## config.mk

```make
export PLATFORM = sky130hd
export DESIGN_NAME = tlb_miss_sequencer_flat
export DESIGN_NICKNAME = d
export VERILOG_FILES = /design/src/rtl/tlb_miss_sequencer_if.sv /design/src/rtl/tlb_miss_sequencer.sv /design/src/flat_wrapper.sv
export SDC_FILE = /design/constraint.sdc
export NUM_CORES = 1
export LEC_CHECK = 0
export ABC_AREA = 1
export BUFFER_PORTS_ARGS = -buffer_cell sky130_fd_sc_hd__buf_2
export CELL_PAD_IN_SITES_DETAIL_PLACEMENT = 0
export CELL_PAD_IN_SITES_GLOBAL_PLACEMENT = 2
export CORE_MARGIN = 2
export CORE_UTILIZATION = 27
export CTS_CLUSTER_DIAMETER = 50
export DETAILED_ROUTE_END_ITERATION = 8
export PLACE_DENSITY_LB_ADDON = 0.3
export SLEW_MARGIN = 20
export SYNTH_ARGS = -nofsm -noshare
export SYNTH_HDL_FRONTEND = slang
export SYNTH_SLANG_ARGS = --single-unit
```

## constraint.sdc

```tcl
create_clock -name i_clk -period 1.64 [get_ports i_clk]
set_input_delay 0.164 -clock i_clk [delete_from_list [all_inputs] [get_ports i_clk]]
set_output_delay 0.164 -clock i_clk [all_outputs]
set_load 0.02 [all_outputs]
```

## src/rtl/tlb_miss_sequencer_if.sv

```systemverilog
// Bundle of TLB-miss, page-walk and fill/fault signals between the miss sequencer and its neighbours.
// The slave modport is the sequencer's view; the master modport is the surrounding logic's view.
interface tlb_miss_sequencer_if #(
  parameter int THR_PER_CORE_WIDTH = 2,
  parameter int VIRT_ADDR_WIDTH    = 32,
  parameter int PHY_ADDR_WIDTH     = 20
);
  logic                          itlb_miss_valid;
  logic                          itlb_miss_ready;
  logic [THR_PER_CORE_WIDTH-1:0] itlb_miss_thread_id;
  logic [VIRT_ADDR_WIDTH-1:0]    itlb_miss_virt_addr;
  logic                          dtlb_miss_valid;
  logic                          dtlb_miss_ready;
  logic [THR_PER_CORE_WIDTH-1:0] dtlb_miss_thread_id;
  logic [VIRT_ADDR_WIDTH-1:0]    dtlb_miss_virt_addr;
  logic                          walk_req_valid;
  logic                          walk_req_ready;
  logic [VIRT_ADDR_WIDTH-1:0]    walk_req_virt_addr;
  logic [THR_PER_CORE_WIDTH-1:0] walk_req_thread_id;
  logic                          walk_rsp_valid;
  logic [PHY_ADDR_WIDTH-1:0]     walk_rsp_phy_addr;
  logic                          walk_rsp_fault;
  logic                          itlb_new_entry;
  logic                          dtlb_new_entry;
  logic [THR_PER_CORE_WIDTH-1:0] new_tlb_thread_id;
  logic [VIRT_ADDR_WIDTH-1:0]    new_tlb_virt_addr;
  logic [PHY_ADDR_WIDTH-1:0]     new_tlb_phy_addr;
  logic                          fault_valid;
  logic                          fault_is_data;
  logic [THR_PER_CORE_WIDTH-1:0] fault_thread_id;
  logic [VIRT_ADDR_WIDTH-1:0]    fault_virt_addr;
  logic                          busy;
  logic                          timeout_err;

  modport slave (
    input  itlb_miss_valid, itlb_miss_thread_id, itlb_miss_virt_addr,
    input  dtlb_miss_valid, dtlb_miss_thread_id, dtlb_miss_virt_addr,
    input  walk_req_ready, walk_rsp_valid, walk_rsp_phy_addr, walk_rsp_fault,
    output itlb_miss_ready, dtlb_miss_ready,
    output walk_req_valid, walk_req_virt_addr, walk_req_thread_id,
    output itlb_new_entry, dtlb_new_entry, new_tlb_thread_id, new_tlb_virt_addr, new_tlb_phy_addr,
    output fault_valid, fault_is_data, fault_thread_id, fault_virt_addr, busy, timeout_err
  );

  modport master (
    output itlb_miss_valid, itlb_miss_thread_id, itlb_miss_virt_addr,
    output dtlb_miss_valid, dtlb_miss_thread_id, dtlb_miss_virt_addr,
    output walk_req_ready, walk_rsp_valid, walk_rsp_phy_addr, walk_rsp_fault,
    input  itlb_miss_ready, dtlb_miss_ready,
    input  walk_req_valid, walk_req_virt_addr, walk_req_thread_id,
    input  itlb_new_entry, dtlb_new_entry, new_tlb_thread_id, new_tlb_virt_addr, new_tlb_phy_addr,
    input  fault_valid, fault_is_data, fault_thread_id, fault_virt_addr, busy, timeout_err
  );
endinterface

```

## src/rtl/tlb_miss_sequencer.sv

```systemverilog
// Serialises I-TLB / D-TLB misses into one page walk at a time and returns fills or faults.
// Optional WAIT-state watchdog enabled by defining TLB_MISS_TIMEOUT_EN.
module tlb_miss_sequencer #(
  parameter int TIMEOUT_CYCLES = 256
) (
  input  logic                  i_clk,
  input  logic                  i_rst_n,
  tlb_miss_sequencer_if.slave   io_tlb
);
  localparam int THR_W = 2;
  localparam int VA_W  = 32;
  localparam int PA_W  = 20;

  if (TIMEOUT_CYCLES < 2) begin : g_bad_timeout
    $error("TIMEOUT_CYCLES must be at least 2");
  end

  typedef enum logic [1:0] {
    ST_IDLE = 2'd0,
    ST_REQ  = 2'd1,
    ST_WAIT = 2'd2,
    ST_FILL = 2'd3
  } state_t;

  state_t             r_state, w_state_nxt;
  logic               r_last_data, w_last_data_nxt;
  logic               r_src_data, w_src_data_nxt;
  logic [THR_W-1:0]   r_thr, w_thr_nxt;
  logic [VA_W-1:0]    r_va, w_va_nxt;
  logic               r_walk_req_valid, w_walk_req_valid_nxt;
  logic               r_itlb_new, w_itlb_new_nxt;
  logic               r_dtlb_new, w_dtlb_new_nxt;
  logic [THR_W-1:0]   r_new_thr, w_new_thr_nxt;
  logic [VA_W-1:0]    r_new_va, w_new_va_nxt;
  logic [PA_W-1:0]    r_new_pa, w_new_pa_nxt;
  logic               r_fault_valid, w_fault_valid_nxt;
  logic               r_fault_is_data, w_fault_is_data_nxt;
  logic [THR_W-1:0]   r_fault_thr, w_fault_thr_nxt;
  logic [VA_W-1:0]    r_fault_va, w_fault_va_nxt;
  logic               r_busy, w_busy_nxt;
  logic               r_timeout_err, w_timeout_err_nxt;
  logic               w_grant_i, w_grant_d, w_to_hit;

  // On a tie the side not granted last wins; r_last_data=1 means data went last.
  assign w_grant_i = io_tlb.itlb_miss_valid & (~io_tlb.dtlb_miss_valid | r_last_data);
  assign w_grant_d = io_tlb.dtlb_miss_valid & (~io_tlb.itlb_miss_valid | ~r_last_data);
  assign io_tlb.itlb_miss_ready = (r_state == ST_IDLE) & w_grant_i;
  assign io_tlb.dtlb_miss_ready = (r_state == ST_IDLE) & w_grant_d;

`ifdef TLB_MISS_TIMEOUT_EN
  localparam int CNT_W = $clog2(TIMEOUT_CYCLES + 1);
  logic [CNT_W-1:0] r_to_cnt;

  assign w_to_hit = (r_state == ST_WAIT) && (r_to_cnt == CNT_W'(TIMEOUT_CYCLES - 1));

  // WAIT-cycle counter, held at zero outside WAIT so it starts clean on entry.
  always_ff @(posedge i_clk or negedge i_rst_n) begin
    if (!i_rst_n) begin
      r_to_cnt <= '0;
    end else if (r_state != ST_WAIT) begin
      r_to_cnt <= '0;
    end else begin
      r_to_cnt <= r_to_cnt + CNT_W'(1);
    end
  end
`else
  assign w_to_hit = 1'b0;
`endif

  // Next-state and next-output logic; a real response beats a coincident timeout.
  always_comb begin
    w_state_nxt         = r_state;
    w_last_data_nxt     = r_last_data;
    w_src_data_nxt      = r_src_data;
    w_thr_nxt           = r_thr;
    w_va_nxt            = r_va;
    w_itlb_new_nxt      = 1'b0;
    w_dtlb_new_nxt      = 1'b0;
    w_new_thr_nxt       = r_new_thr;
    w_new_va_nxt        = r_new_va;
    w_new_pa_nxt        = r_new_pa;
    w_fault_valid_nxt   = 1'b0;
    w_fault_is_data_nxt = r_fault_is_data;
    w_fault_thr_nxt     = r_fault_thr;
    w_fault_va_nxt      = r_fault_va;
    w_timeout_err_nxt   = 1'b0;
    case (r_state)
      ST_IDLE: begin
        if (w_grant_i || w_grant_d) begin
          w_state_nxt     = ST_REQ;
          w_last_data_nxt = w_grant_d;
          w_src_data_nxt  = w_grant_d;
          w_thr_nxt       = w_grant_d ? io_tlb.dtlb_miss_thread_id : io_tlb.itlb_miss_thread_id;
          w_va_nxt        = w_grant_d ? io_tlb.dtlb_miss_virt_addr : io_tlb.itlb_miss_virt_addr;
        end else begin
          w_state_nxt = ST_IDLE;
        end
      end
      ST_REQ: begin
        if (io_tlb.walk_req_ready) begin
          w_state_nxt = ST_WAIT;
        end else begin
          w_state_nxt = ST_REQ;
        end
      end
      ST_WAIT: begin
        if (io_tlb.walk_rsp_valid && !io_tlb.walk_rsp_fault) begin
          w_state_nxt    = ST_FILL;
          w_itlb_new_nxt = ~r_src_data;
          w_dtlb_new_nxt = r_src_data;
          w_new_thr_nxt  = r_thr;
          w_new_va_nxt   = r_va;
          w_new_pa_nxt   = io_tlb.walk_rsp_phy_addr;
        end else if (io_tlb.walk_rsp_valid || w_to_hit) begin
          w_state_nxt         = ST_IDLE;
          w_fault_valid_nxt   = 1'b1;
          w_fault_is_data_nxt = r_src_data;
          w_fault_thr_nxt     = r_thr;
          w_fault_va_nxt      = r_va;
          w_timeout_err_nxt   = ~io_tlb.walk_rsp_valid;
        end else begin
          w_state_nxt = ST_WAIT;
        end
      end
      ST_FILL: w_state_nxt = ST_IDLE;
      default: w_state_nxt = ST_IDLE;
    endcase
    w_walk_req_valid_nxt = (w_state_nxt == ST_REQ);
    w_busy_nxt           = (w_state_nxt != ST_IDLE);
  end

  // State, latched request and all registered outputs.
  always_ff @(posedge i_clk or negedge i_rst_n) begin
    if (!i_rst_n) begin
      r_state          <= ST_IDLE;
      r_last_data      <= 1'b1;
      r_src_data       <= 1'b0;
      r_thr            <= '0;
      r_va             <= '0;
      r_walk_req_valid <= 1'b0;
      r_itlb_new       <= 1'b0;
      r_dtlb_new       <= 1'b0;
      r_new_thr        <= '0;
      r_new_va         <= '0;
      r_new_pa         <= '0;
      r_fault_valid    <= 1'b0;
      r_fault_is_data  <= 1'b0;
      r_fault_thr      <= '0;
      r_fault_va       <= '0;
      r_busy           <= 1'b0;
      r_timeout_err    <= 1'b0;
    end else begin
      r_state          <= w_state_nxt;
      r_last_data      <= w_last_data_nxt;
      r_src_data       <= w_src_data_nxt;
      r_thr            <= w_thr_nxt;
      r_va             <= w_va_nxt;
      r_walk_req_valid <= w_walk_req_valid_nxt;
      r_itlb_new       <= w_itlb_new_nxt;
      r_dtlb_new       <= w_dtlb_new_nxt;
      r_new_thr        <= w_new_thr_nxt;
      r_new_va         <= w_new_va_nxt;
      r_new_pa         <= w_new_pa_nxt;
      r_fault_valid    <= w_fault_valid_nxt;
      r_fault_is_data  <= w_fault_is_data_nxt;
      r_fault_thr      <= w_fault_thr_nxt;
      r_fault_va       <= w_fault_va_nxt;
      r_busy           <= w_busy_nxt;
      r_timeout_err    <= w_timeout_err_nxt;
    end
  end

  assign io_tlb.walk_req_valid     = r_walk_req_valid;
  assign io_tlb.walk_req_virt_addr = r_va;
  assign io_tlb.walk_req_thread_id = r_thr;
  assign io_tlb.itlb_new_entry     = r_itlb_new;
  assign io_tlb.dtlb_new_entry     = r_dtlb_new;
  assign io_tlb.new_tlb_thread_id  = r_new_thr;
  assign io_tlb.new_tlb_virt_addr  = r_new_va;
  assign io_tlb.new_tlb_phy_addr   = r_new_pa;
  assign io_tlb.fault_valid        = r_fault_valid;
  assign io_tlb.fault_is_data      = r_fault_is_data;
  assign io_tlb.fault_thread_id    = r_fault_thr;
  assign io_tlb.fault_virt_addr    = r_fault_va;
  assign io_tlb.busy               = r_busy;
  assign io_tlb.timeout_err        = r_timeout_err;
endmodule

```

## src/flat_wrapper.sv

```systemverilog
// flat-port wrapper written by rule: the top's interface ports become plain ports
module tlb_miss_sequencer_flat 
#(
  parameter int TIMEOUT_CYCLES = 256
)
  (i_clk, i_rst_n, io_tlb_itlb_miss_valid, io_tlb_itlb_miss_thread_id, io_tlb_itlb_miss_virt_addr, io_tlb_dtlb_miss_valid, io_tlb_dtlb_miss_thread_id, io_tlb_dtlb_miss_virt_addr, io_tlb_walk_req_ready, io_tlb_walk_rsp_valid, io_tlb_walk_rsp_phy_addr, io_tlb_walk_rsp_fault, io_tlb_itlb_miss_ready, io_tlb_dtlb_miss_ready, io_tlb_walk_req_valid, io_tlb_walk_req_virt_addr, io_tlb_walk_req_thread_id, io_tlb_itlb_new_entry, io_tlb_dtlb_new_entry, io_tlb_new_tlb_thread_id, io_tlb_new_tlb_virt_addr, io_tlb_new_tlb_phy_addr, io_tlb_fault_valid, io_tlb_fault_is_data, io_tlb_fault_thread_id, io_tlb_fault_virt_addr, io_tlb_busy, io_tlb_timeout_err);
  tlb_miss_sequencer_if io_tlb_i ();
  input  logic i_clk;
  input  logic i_rst_n;
  input wire logic [$bits(io_tlb_i.itlb_miss_valid)-1:0] io_tlb_itlb_miss_valid;
  input wire logic [$bits(io_tlb_i.itlb_miss_thread_id)-1:0] io_tlb_itlb_miss_thread_id;
  input wire logic [$bits(io_tlb_i.itlb_miss_virt_addr)-1:0] io_tlb_itlb_miss_virt_addr;
  input wire logic [$bits(io_tlb_i.dtlb_miss_valid)-1:0] io_tlb_dtlb_miss_valid;
  input wire logic [$bits(io_tlb_i.dtlb_miss_thread_id)-1:0] io_tlb_dtlb_miss_thread_id;
  input wire logic [$bits(io_tlb_i.dtlb_miss_virt_addr)-1:0] io_tlb_dtlb_miss_virt_addr;
  input wire logic [$bits(io_tlb_i.walk_req_ready)-1:0] io_tlb_walk_req_ready;
  input wire logic [$bits(io_tlb_i.walk_rsp_valid)-1:0] io_tlb_walk_rsp_valid;
  input wire logic [$bits(io_tlb_i.walk_rsp_phy_addr)-1:0] io_tlb_walk_rsp_phy_addr;
  input wire logic [$bits(io_tlb_i.walk_rsp_fault)-1:0] io_tlb_walk_rsp_fault;
  output wire logic [$bits(io_tlb_i.itlb_miss_ready)-1:0] io_tlb_itlb_miss_ready;
  output wire logic [$bits(io_tlb_i.dtlb_miss_ready)-1:0] io_tlb_dtlb_miss_ready;
  output wire logic [$bits(io_tlb_i.walk_req_valid)-1:0] io_tlb_walk_req_valid;
  output wire logic [$bits(io_tlb_i.walk_req_virt_addr)-1:0] io_tlb_walk_req_virt_addr;
  output wire logic [$bits(io_tlb_i.walk_req_thread_id)-1:0] io_tlb_walk_req_thread_id;
  output wire logic [$bits(io_tlb_i.itlb_new_entry)-1:0] io_tlb_itlb_new_entry;
  output wire logic [$bits(io_tlb_i.dtlb_new_entry)-1:0] io_tlb_dtlb_new_entry;
  output wire logic [$bits(io_tlb_i.new_tlb_thread_id)-1:0] io_tlb_new_tlb_thread_id;
  output wire logic [$bits(io_tlb_i.new_tlb_virt_addr)-1:0] io_tlb_new_tlb_virt_addr;
  output wire logic [$bits(io_tlb_i.new_tlb_phy_addr)-1:0] io_tlb_new_tlb_phy_addr;
  output wire logic [$bits(io_tlb_i.fault_valid)-1:0] io_tlb_fault_valid;
  output wire logic [$bits(io_tlb_i.fault_is_data)-1:0] io_tlb_fault_is_data;
  output wire logic [$bits(io_tlb_i.fault_thread_id)-1:0] io_tlb_fault_thread_id;
  output wire logic [$bits(io_tlb_i.fault_virt_addr)-1:0] io_tlb_fault_virt_addr;
  output wire logic [$bits(io_tlb_i.busy)-1:0] io_tlb_busy;
  output wire logic [$bits(io_tlb_i.timeout_err)-1:0] io_tlb_timeout_err;
  assign io_tlb_i.itlb_miss_valid = io_tlb_itlb_miss_valid;
  assign io_tlb_i.itlb_miss_thread_id = io_tlb_itlb_miss_thread_id;
  assign io_tlb_i.itlb_miss_virt_addr = io_tlb_itlb_miss_virt_addr;
  assign io_tlb_i.dtlb_miss_valid = io_tlb_dtlb_miss_valid;
  assign io_tlb_i.dtlb_miss_thread_id = io_tlb_dtlb_miss_thread_id;
  assign io_tlb_i.dtlb_miss_virt_addr = io_tlb_dtlb_miss_virt_addr;
  assign io_tlb_i.walk_req_ready = io_tlb_walk_req_ready;
  assign io_tlb_i.walk_rsp_valid = io_tlb_walk_rsp_valid;
  assign io_tlb_i.walk_rsp_phy_addr = io_tlb_walk_rsp_phy_addr;
  assign io_tlb_i.walk_rsp_fault = io_tlb_walk_rsp_fault;
  assign io_tlb_itlb_miss_ready = io_tlb_i.itlb_miss_ready;
  assign io_tlb_dtlb_miss_ready = io_tlb_i.dtlb_miss_ready;
  assign io_tlb_walk_req_valid = io_tlb_i.walk_req_valid;
  assign io_tlb_walk_req_virt_addr = io_tlb_i.walk_req_virt_addr;
  assign io_tlb_walk_req_thread_id = io_tlb_i.walk_req_thread_id;
  assign io_tlb_itlb_new_entry = io_tlb_i.itlb_new_entry;
  assign io_tlb_dtlb_new_entry = io_tlb_i.dtlb_new_entry;
  assign io_tlb_new_tlb_thread_id = io_tlb_i.new_tlb_thread_id;
  assign io_tlb_new_tlb_virt_addr = io_tlb_i.new_tlb_virt_addr;
  assign io_tlb_new_tlb_phy_addr = io_tlb_i.new_tlb_phy_addr;
  assign io_tlb_fault_valid = io_tlb_i.fault_valid;
  assign io_tlb_fault_is_data = io_tlb_i.fault_is_data;
  assign io_tlb_fault_thread_id = io_tlb_i.fault_thread_id;
  assign io_tlb_fault_virt_addr = io_tlb_i.fault_virt_addr;
  assign io_tlb_busy = io_tlb_i.busy;
  assign io_tlb_timeout_err = io_tlb_i.timeout_err;
  tlb_miss_sequencer #(.TIMEOUT_CYCLES(TIMEOUT_CYCLES)) u_core (.i_clk(i_clk), .i_rst_n(i_rst_n), .io_tlb(io_tlb_i));
endmodule
```

Yosys cells after proc, flatten, opt, wreduce, memory -nomap -nowiden --
Index checks and enable logic that the tools add are counted.
Operators by class: equal/unequal tests 4, mux-type cells 17, bitwise operators 12, reductions and logical operators 8
Operators by type and width (number):
- $mux 32 | 1
- $mux 1 | 11
- $mux 2 | 4
- $pmux 2 s4 | 1
- $not 1->1 | 6
- $and 1x1->1 | 4
- $eq 2x1->1 const B | 2
- $eq 2x2->1 const B | 2
- $reduce_and 2->1 | 2
- $reduce_and 3->1 | 1
- $logic_not 2->1 | 1
- $or 1x1->1 | 2
- $reduce_bool 2->1 | 1
- $logic_and 1x1->1 | 1
- $logic_not 1->1 | 1
- $logic_or 1x1->1 | 1
Word-level totals: bits in registers 133, input bits 95

Depth between registers and ports, before layout --
Gate-level depths: netlist (run 1).
word-level depth 7, mapped depth 8, mapped depth without buffers 7

Worst setup path before layout (run 1) --
Ideal clock, no wire load.
kind reg2reg, start point register u_core.r_last_data, end point register u_core.r_va[10], in the netlist u_core.io_tlb.walk_req_virt_addr[10], setup time 0.117 ns, arrival 1.095 ns, data required time 1.523 ns, slack 0.428 ns, stages on the path, launching flop included 7, clock period less this slack 1.212 ns, cells stage by stage dfstp_2 -> nand2_2 -> nand3_2 -> nand2_2 -> buf_6 -> nand2_1 -> nand2_1
Between the ends: word-level cells in the longest chain between the ends 5, elaborated cells between the ends (all ways) 8
Ends and longest elaborated chain:
- start: declaration | RTL line tlb_miss_sequencer.sv:26 | logic r_last_data, w_last_data_nxt;
- start signal: assignment | RTL line tlb_miss_sequencer.sv:154 | r_last_data <= w_last_data_nxt;
- $not 1->1 | RTL line tlb_miss_sequencer.sv:46 | assign w_grant_d = io_tlb.dtlb_miss_valid & (~io_tlb.itlb_miss_valid | ~r_last_data);
- $or 1x1->1 | RTL line tlb_miss_sequencer.sv:46
- $and 1x1->1 | RTL line tlb_miss_sequencer.sv:46
- $logic_or 1x1->1 | RTL line tlb_miss_sequencer.sv:89 | if (w_grant_i || w_grant_d) begin
- $reduce_and 2->1 (no source line)
- end signal: assignment | RTL line tlb_miss_sequencer.sv:157 | r_va <= w_va_nxt;
- end: declaration | RTL line tlb_miss_sequencer.sv:29 | logic [VA_W-1:0] r_va, w_va_nxt;
Parallel ways exist; a longest one is shown, timed or not. A chain may end at the register's enable or synchronous reset.

Worst setup path after layout (run 1) --
start point register u_core.r_state[0], end point output io_tlb_dtlb_miss_ready
Between the ends: word-level cells in the longest chain between the ends 2
Ends and longest elaborated chain:
- start: declaration | RTL line tlb_miss_sequencer.sv:25 | state_t r_state, w_state_nxt;
- start signal: assignment | RTL line tlb_miss_sequencer.sv:153 | r_state <= w_state_nxt;
- $logic_not 2->1 | RTL line tlb_miss_sequencer.sv:48 | assign io_tlb.dtlb_miss_ready = (r_state == ST_IDLE) & w_grant_d;
- $and 1x1->1 | RTL line tlb_miss_sequencer.sv:48
- end: declaration | RTL line flat_wrapper.sv:21 | output wire logic [$bits(io_tlb_i.dtlb_miss_ready)-1:0] io_tlb_dtlb_miss_ready;
No other way between the ends.

==> reports/results.ini, run 1 <==
[status]
status = finished clean

[yosys]
syn_nets = 739
yosysTopAreaCell = dfrtp_1
synth_top_family_by_area = simple AND/OR/NAND/NOR gates
synth-simple-area-share_pct = 26.3
synth_fa_ha_area_share_pct = 0
synth-xor-area-share_pct = 0
seq_area_frac_synth_pct = 59.6
synth_top_area_share_pct = 59.1
yosysUniqueCellTypes = 19
synth_area_sq_um = 5550
synth_compound_area_share_pct = 6.50
avgSynthCellArea_sq_um = 8.61
synth.area.top_cells = dfrtp_1, nand2_1, o21ai_1, nand3_1, inv_1
synth_seq_cells = 132
syn_inst = 644
muxShareOfSynthArea_pct = 0
yosys_warnings = 0

[worst_setup_path]
r2r_setup_slack_ns = 0.22
setup.worst_path.start_class = register
worstReg2RegEnd = u_core.io_tlb.walk_req_virt_addr[28]$_DFFE_PN0P_
worst_ep_arrival_time_ns = 1.41
end_kind = output port
worstSetupPathType = register to output port
crit_fanout = 4
r2r_cells = 7
rr_startpoint = u_core.r_last_data$_DFFE_PN1P_
cp.required_ns = 1.48

[global_route]
grt_pass1_vias = 4870
busiest_layer = met2
met1_usage_pct = 21.4
grt_max_degree = 48
met2_usage_pct = 24.0
grt_pass1_wl_mm = 26.7
met3_usage_pct = 4.81
antenna_found_initial = 4
grt-ovfl-total = 0
grt_usage_pct = 15.8

[clock_network]
numCtsBuffers = 17
clk_pin_slew_ns = 0.06
cts_tree = yes
htreeDepth = 4
cts_sinks = 132
cts_root_buf = clkbuf_16
cts_buffer_depth = 2
insertion_delay_ns = 0.42

[min_path]
holdCritStartpoint = io_tlb_itlb_miss_virt_addr[13]
hold_class = input pin to register
min_path_cells = 5
whs_endpoint = u_core.io_tlb.walk_req_virt_addr[13]$_DFFE_PN0P_

[power]
intPower_mw = 9.94
leakage_nw = 4.46
pwr-share-clk_pct = 26.2
seqPwrFrac_pct = 34.1
power_mw = 16.9
powerDensity_nw_per_um2 = 2140
swShare_pct = 41.2
p_switching_mw = 6.97
pwr-share-comb_pct = 39.6
ir_worst_vdd_mv = 0.614

[floorplan]
initial_core_util_pct = 27.5
core_area_sq_um = 20200
rows = 52
design.die.area_sq_um = 21700
ioPinCount = 226
die_h_um = 147
die_w_um = 147

[place]
io_buffers = 224
gp_congestion = 0.742
hpwl_mm = 12.2

[detailed_routing]
ant_nets = 0
routed_wl_mm = 16.7
drt_iter0_drc = 215
post_drt_via_cell_ratio = 4.12
drc = 0
wl_per_cell_um = 14.2
drt_first_pass_iters = 5
vias = 4851

[final_layout]
nFillCells = 2112
layout_common_cells = nand2_1, buf_2, dfrtp_1
layout_commonest_cell = nand2_1
finalNetCount = 986
multi_input_area_sq_um = 1840
final_core_util_pct = 39.2
drive_gt1_share_pct = 32.3
areaGrowthSynthToFinish_pct = 42.5
ff_latch_area_sq_um = 3310

[run]
drv_cap = 0

[sta]
fin_crit_sh_pct = 95.8
slew_viol_final = 0
max_freq_ghz = 0.637
setup_viol = 0
clock_skew_ns = 0.00992
finalCriticalPeriod_ns = 1.57
hold_viol_final = 0

==> worst max-delay path by stage <==
stage / start / endpoint / slack, ns / depth (start not counted)
3_3_place_gp: u_core.r_last_data$_DFFE_PN1P_ / u_core.io_tlb.walk_req_virt_addr[16]$_DFFE_PN0P_ / 0.26 / 7
4_1_cts: u_core.r_state[0]$_DFF_PN0_ / io_tlb_dtlb_miss_ready / 0.008 / 4
3_5_place_dp: u_core.r_last_data$_DFFE_PN1P_ / u_core.io_tlb.walk_req_virt_addr[28]$_DFFE_PN0P_ / 0.22 / 7
6_report: u_core.r_state[0]$_DFF_PN0_ / io_tlb_dtlb_miss_ready / 0.07 / 4
2_1_floorplan: u_core.r_last_data$_DFFE_PN1P_ / u_core.io_tlb.walk_req_virt_addr[10]$_DFFE_PN0P_ / 0.43 / 6
5_1_grt: u_core.r_state[0]$_DFF_PN0_ / io_tlb_dtlb_miss_ready / -0.001 / 4
==> power by group through the flow <==
| stage | sequential (mW) | combinational (mW) | clock (mW) |
|---|---|---|---|
| after floorplan | 7.48 | 2.46 | 0 |
| after global placement | 5.82 | 6.72 | 0 |
| after detailed placement | 5.83 | 6.73 | 0 |
| after CTS | 5.80 | 6.79 | 4.55 |
| after global routing | 6.01 | 7.47 | 4.68 |
| final | 5.77 | 6.71 | 4.44 |
==> routing by layer <==
| metal | share of wire, % | vias up |
|---|---|---|
| li1 | - | 2522 |
| met1 | 48 | 2168 |
| met2 | 44 | 139 |
| met3 | 6.6 | 20 |
| met4 | 1.5 | 2 |
| met5 | 0.042 | - |
==> area by class of cell <==
| cell class | instances | area share [%] |
|---|---|---|
| Multi-Input combinational cell | 430 | 23.3 |
| Inverter | 45 | 2.14 |
| Tap cell | 270 | 4.28 |
| Sequential cell | 132 | 41.8 |
| Clock inverter | 14 | 3.12 |
| Clock buffer | 18 | 5.56 |
| Timing Repair Buffer | 265 | 19.7 |
| Antenna cell | 3 | 0.0950 |
==> what timing repair did <==
action / CTS / global route
gates resized for setup: 3 / 4
setup endpoints to repair: 1 / 2
endpoints found under the hold margin: 61 / 0
hold buffers: 21 / 0
setup buffers: 0 / 1
pin swaps: 0 / 1
==> cell families after synthesis <==
family / count (synthesis)
buffers and inverters: 82
flip-flops: 132
AND/OR/NAND/NOR: 357
AO/OA/AOI/OAI: 72
other: 1
==> critical path: stages, from the launching register on <==
cell     delay [ns]
dfrtp_2        0.45
nor2_4         0.19
nand3_4        0.11
inv_1          0.07
buf_2          0.17
==> registers in the layout, indices dropped and copies added (netlist names), 2 cells and up <==
name / count
u_core.io_tlb.fault_virt_addr: 32
u_core.io_tlb.walk_req_virt_addr: 32
u_core.io_tlb.new_tlb_virt_addr: 32
u_core.io_tlb.new_tlb_phy_addr: 20
u_core.r_state: 2
u_core.io_tlb.fault_thread_id: 2
u_core.io_tlb.walk_req_thread_id: 2
u_core.io_tlb.new_tlb_thread_id: 2
==> Yosys cell counts (all sizes together) <==
| master | number |
|---|---|
| buf | 33 |
| clkbuf | 4 |
| conb | 1 |
| dfrtp | 131 |
| dfstp | 1 |
| inv | 45 |
| nand2 | 293 |
| nand3 | 57 |
| nor2 | 7 |
| o21ai | 72 |
==> metrics by stage <==
| stage | setup slack (ns) | std cells | hold slack (ns) | area, sq um | setup TNS, ns |
|---|---|---|---|---|---|
| 6_report | 0.0692 | 1177 | 0.0414 | 7900 | 0 |
| 5_1_grt | -0.00107 | 1176 | 0.0498 | 7900 | -0.00107 |
| 4_1_cts | 0.00819 | 1173 | 0.0201 | 7870 | 0 |
| 3_5_place_dp | 0.222 | 1120 | 0.136 | 6970 | 0 |
| 3_3_place_gp | 0.264 | 1120 | 0.136 | 6970 | 0 |
| 2_1_floorplan | 0.428 | 644 | -0.132 | 5550 | 0 |
(Power assumes the default switching activity.)
==> inputs of run 2 (changes only) <==
ABC_AREA = default   (was 1)
CORE_UTILIZATION = 30   (was 27)
SKIP_LAST_GASP = 1   (was default)
==> run 2 against run 1 <==
  * Clock-buffer cell count rose by 3
  * Die area fell by 12%
  * Fmax fell by 1.9%
  * Hold slack got worse by 0.022 ns
  * Via count fell by 8.5%
  * Synthesized cell count fell by 36%
==> reports/results.ini, run 2 <==
[status]
status = finished clean

[yosys]
synth.most_common_cell = dfrtp_1
avgSynthCellArea_sq_um = 13.1
seq_area_frac_synth_pct = 60.8
synth_compound_area_share_pct = 8.08
yosysUniqueCellTypes = 28
synth_ff_type = dfrtp_1
yosys_warnings = 0
synth_edf_count = 0
muxShareOfSynthArea_pct = 20.3
synth_top_family_by_area = multiplexers
synth_top_area_share_pct = 60.3
yosysTopAreaCell = dfrtp_1
syn_inst = 415
synth-simple-area-share_pct = 6.91
synth.area.top_cells = dfrtp_1, mux2_2, mux2_4, nand2_1, a31oi_1
synth_fa_ha_area_share_pct = 0
synth_area_sq_um = 5430
syn_nets = 510
synth-xor-area-share_pct = 0
synthArstFlopShare_pct = 100
synth_seq_cells = 132
synth_commonest_cells = dfrtp_1, nand2_1, mux2_2

[sta]
slew_viol_final = 0
setup_viol = 0
hold_viol_final = 0
max_freq_ghz = 0.624
tns_ns = 0
rsz0062_at_grt = yes
clock_skew_ns = 0.00434
holdWs_ns = 0.0195
finalCriticalPeriod_ns = 1.60
fin_crit_sh_pct = 97.6

[clock_network]
cts_root_buf = clkbuf_16
cts_buffer_depth = 2
insertion_delay_ns = 0.41
numCtsBuffers = 17
cts_sinks = 132
cts_tree = yes
clk_pin_slew_ns = 0.06
htreeDepth = 4

[worst_setup_path]
cp.required_ns = 1.48
worst_ep_arrival_time_ns = 1.44
rr_startpoint = u_core.r_state[0]$_DFF_PN0_
r2r_setup_slack_ns = 0.06
setup.worst_path.start_class = register
r2r_cells = 5
worstSetupPathType = register to output port
crit_path_start = u_core.r_last_data$_DFFE_PN1P_
crit_fanout = 5
end_kind = output port
cp-endpoint = io_tlb_itlb_miss_ready
worstReg2RegEnd = u_core.io_tlb.new_tlb_phy_addr[18]$_DFFE_PN0P_

[min_path]
hold_class = input pin to register

[power]
power_mw = 16.9
ir_worst_vdd_mv = 1.10
powerDensity_nw_per_um2 = 2030
leakage_nw = 3.98

[global_route]
grt_pass1_wl_mm = 26.2
antenna_found_initial = 0
grt-ovfl-total = 0
grt_usage_pct = 17.5
grt_max_degree = 50
grt_pass1_vias = 4758

[detailed_routing]
drt_first_pass_iters = 4
drc = 0
routed_wl_mm = 16.4
wl_per_cell_um = 16.9
post_drt_via_cell_ratio = 4.57
vias = 4441
drt_iter0_drc = 155
ant_nets = 0

[final_layout]
layout_common_cells = buf_2, dfrtp_1, dlygate4sd3_1
layout_commonest_cell = buf_2
multi_input_area_sq_um = 1960
fin_area_sq_um = 8320
drive_gt1_share_pct = 50.8
nFillCells = 1653
antenna_cells = 0
ff_latch_area_sq_um = 3300
areaGrowthSynthToFinish_pct = 53.2
finalNetCount = 826

[place]
io_buffers = 224
hpwl_mm = 10.8
gp_congestion = 0.778
placed_area_sq_um = 6920

[floorplan]
initial_core_util_pct = 30.5
die_h_um = 139
ioPinCount = 226
core_area_sq_um = 17800
rows = 49
design.die.area_sq_um = 19200
die_w_um = 139

[run]
drv_cap = 0

## run 2: report_power, final
| part | internal [mW] | switching (mW) | total (mW) |
|---|---|---|---|
| clock network | 2.29 | 1.38 | 3.67 |
| registers | 4.90 | 1.08 | 5.98 |
| logic | 3.10 | 4.16 | 7.26 |
## run 2: how the worst min path moves through the flow
stage,startpoint,endpoint,depth (start not counted)
2_1_floorplan,i_rst_n,u_core.io_tlb.busy$_DFF_PN0_,0
3_3_place_gp,i_rst_n,u_core.io_tlb.new_tlb_virt_addr[27]$_DFFE_PN0P_,1
3_5_place_dp,i_rst_n,u_core.io_tlb.new_tlb_virt_addr[27]$_DFFE_PN0P_,1
4_1_cts,io_tlb_dtlb_miss_virt_addr[1],u_core.io_tlb.walk_req_virt_addr[1]$_DFFE_PN0P_,3
5_1_grt,io_tlb_itlb_miss_virt_addr[31],u_core.io_tlb.walk_req_virt_addr[31]$_DFFE_PN0P_,3
6_report,io_tlb_dtlb_miss_virt_addr[1],u_core.io_tlb.walk_req_virt_addr[1]$_DFFE_PN0P_,3
## run 2: what timing repair did
| action | CTS | global route |
|---|---|---|
| pin swaps | 2 | 0 |
| gates resized for setup | 4 | 3 |
| endpoints found under the hold margin | 134 | 0 |
| hold buffers | 77 | 0 |
| setup endpoints to repair | 2 | 2 |
| setup buffers | 4 | 0 |
## run 2: cell type report
type                       count  area share [%]
inverter                       2          0.0902
clock inverter                 9            1.28
clock buffer                  21            5.53
timing repair buffer         326            26.4
sequential                   132            39.7
multi-input combinational    252            23.6
tap                          229            3.44
## run 2: cells by family (layout without fill, tap and decap cells)
| kind of cell | after synthesis | after routing |
|---|---|---|
| flops | 132 | 132 |
| mux | 89 | 89 |
| simple gates | 86 | 86 |
| compound gates | 76 | 76 |
| buf+inv | 31 | 358 |
| other cells | 1 | 1 |
## run 2: layer usage
layer  track usage, %  vias to the layer above  wire length [um]  share of wire [%]
li1                 -                     2082                 -                  -
met1             22.2                     2202              7220                 44
met2             28.8                      152              7950                 49
met3             5.84                        5              1110                6.8
met4             4.73                        0               102               0.62
met5                0                        -                 0                  0
## run 2: worst max-delay path, stage by stage, from the launching register on
cell and delay, ns:
dfstp_2 0.57, nand2b_4 0.13, and3_4 0.21, buf_6 0.12
## run 2: stage by stage
| step | utilization (%) | setup slack, ns | cells |
|---|---|---|---|
| 2_1_floorplan | - | 0.129 | 415 |
| 3_3_place_gp | 38.8 | 0.164 | 860 |
| 3_5_place_dp | 38.8 | 0.120 | 860 |
| 4_1_cts | 46.6 | 0.0300 | 971 |
| 5_1_grt | 46.7 | -0.0144 | 971 |
| 6_report | 46.7 | 0.0386 | 971 |
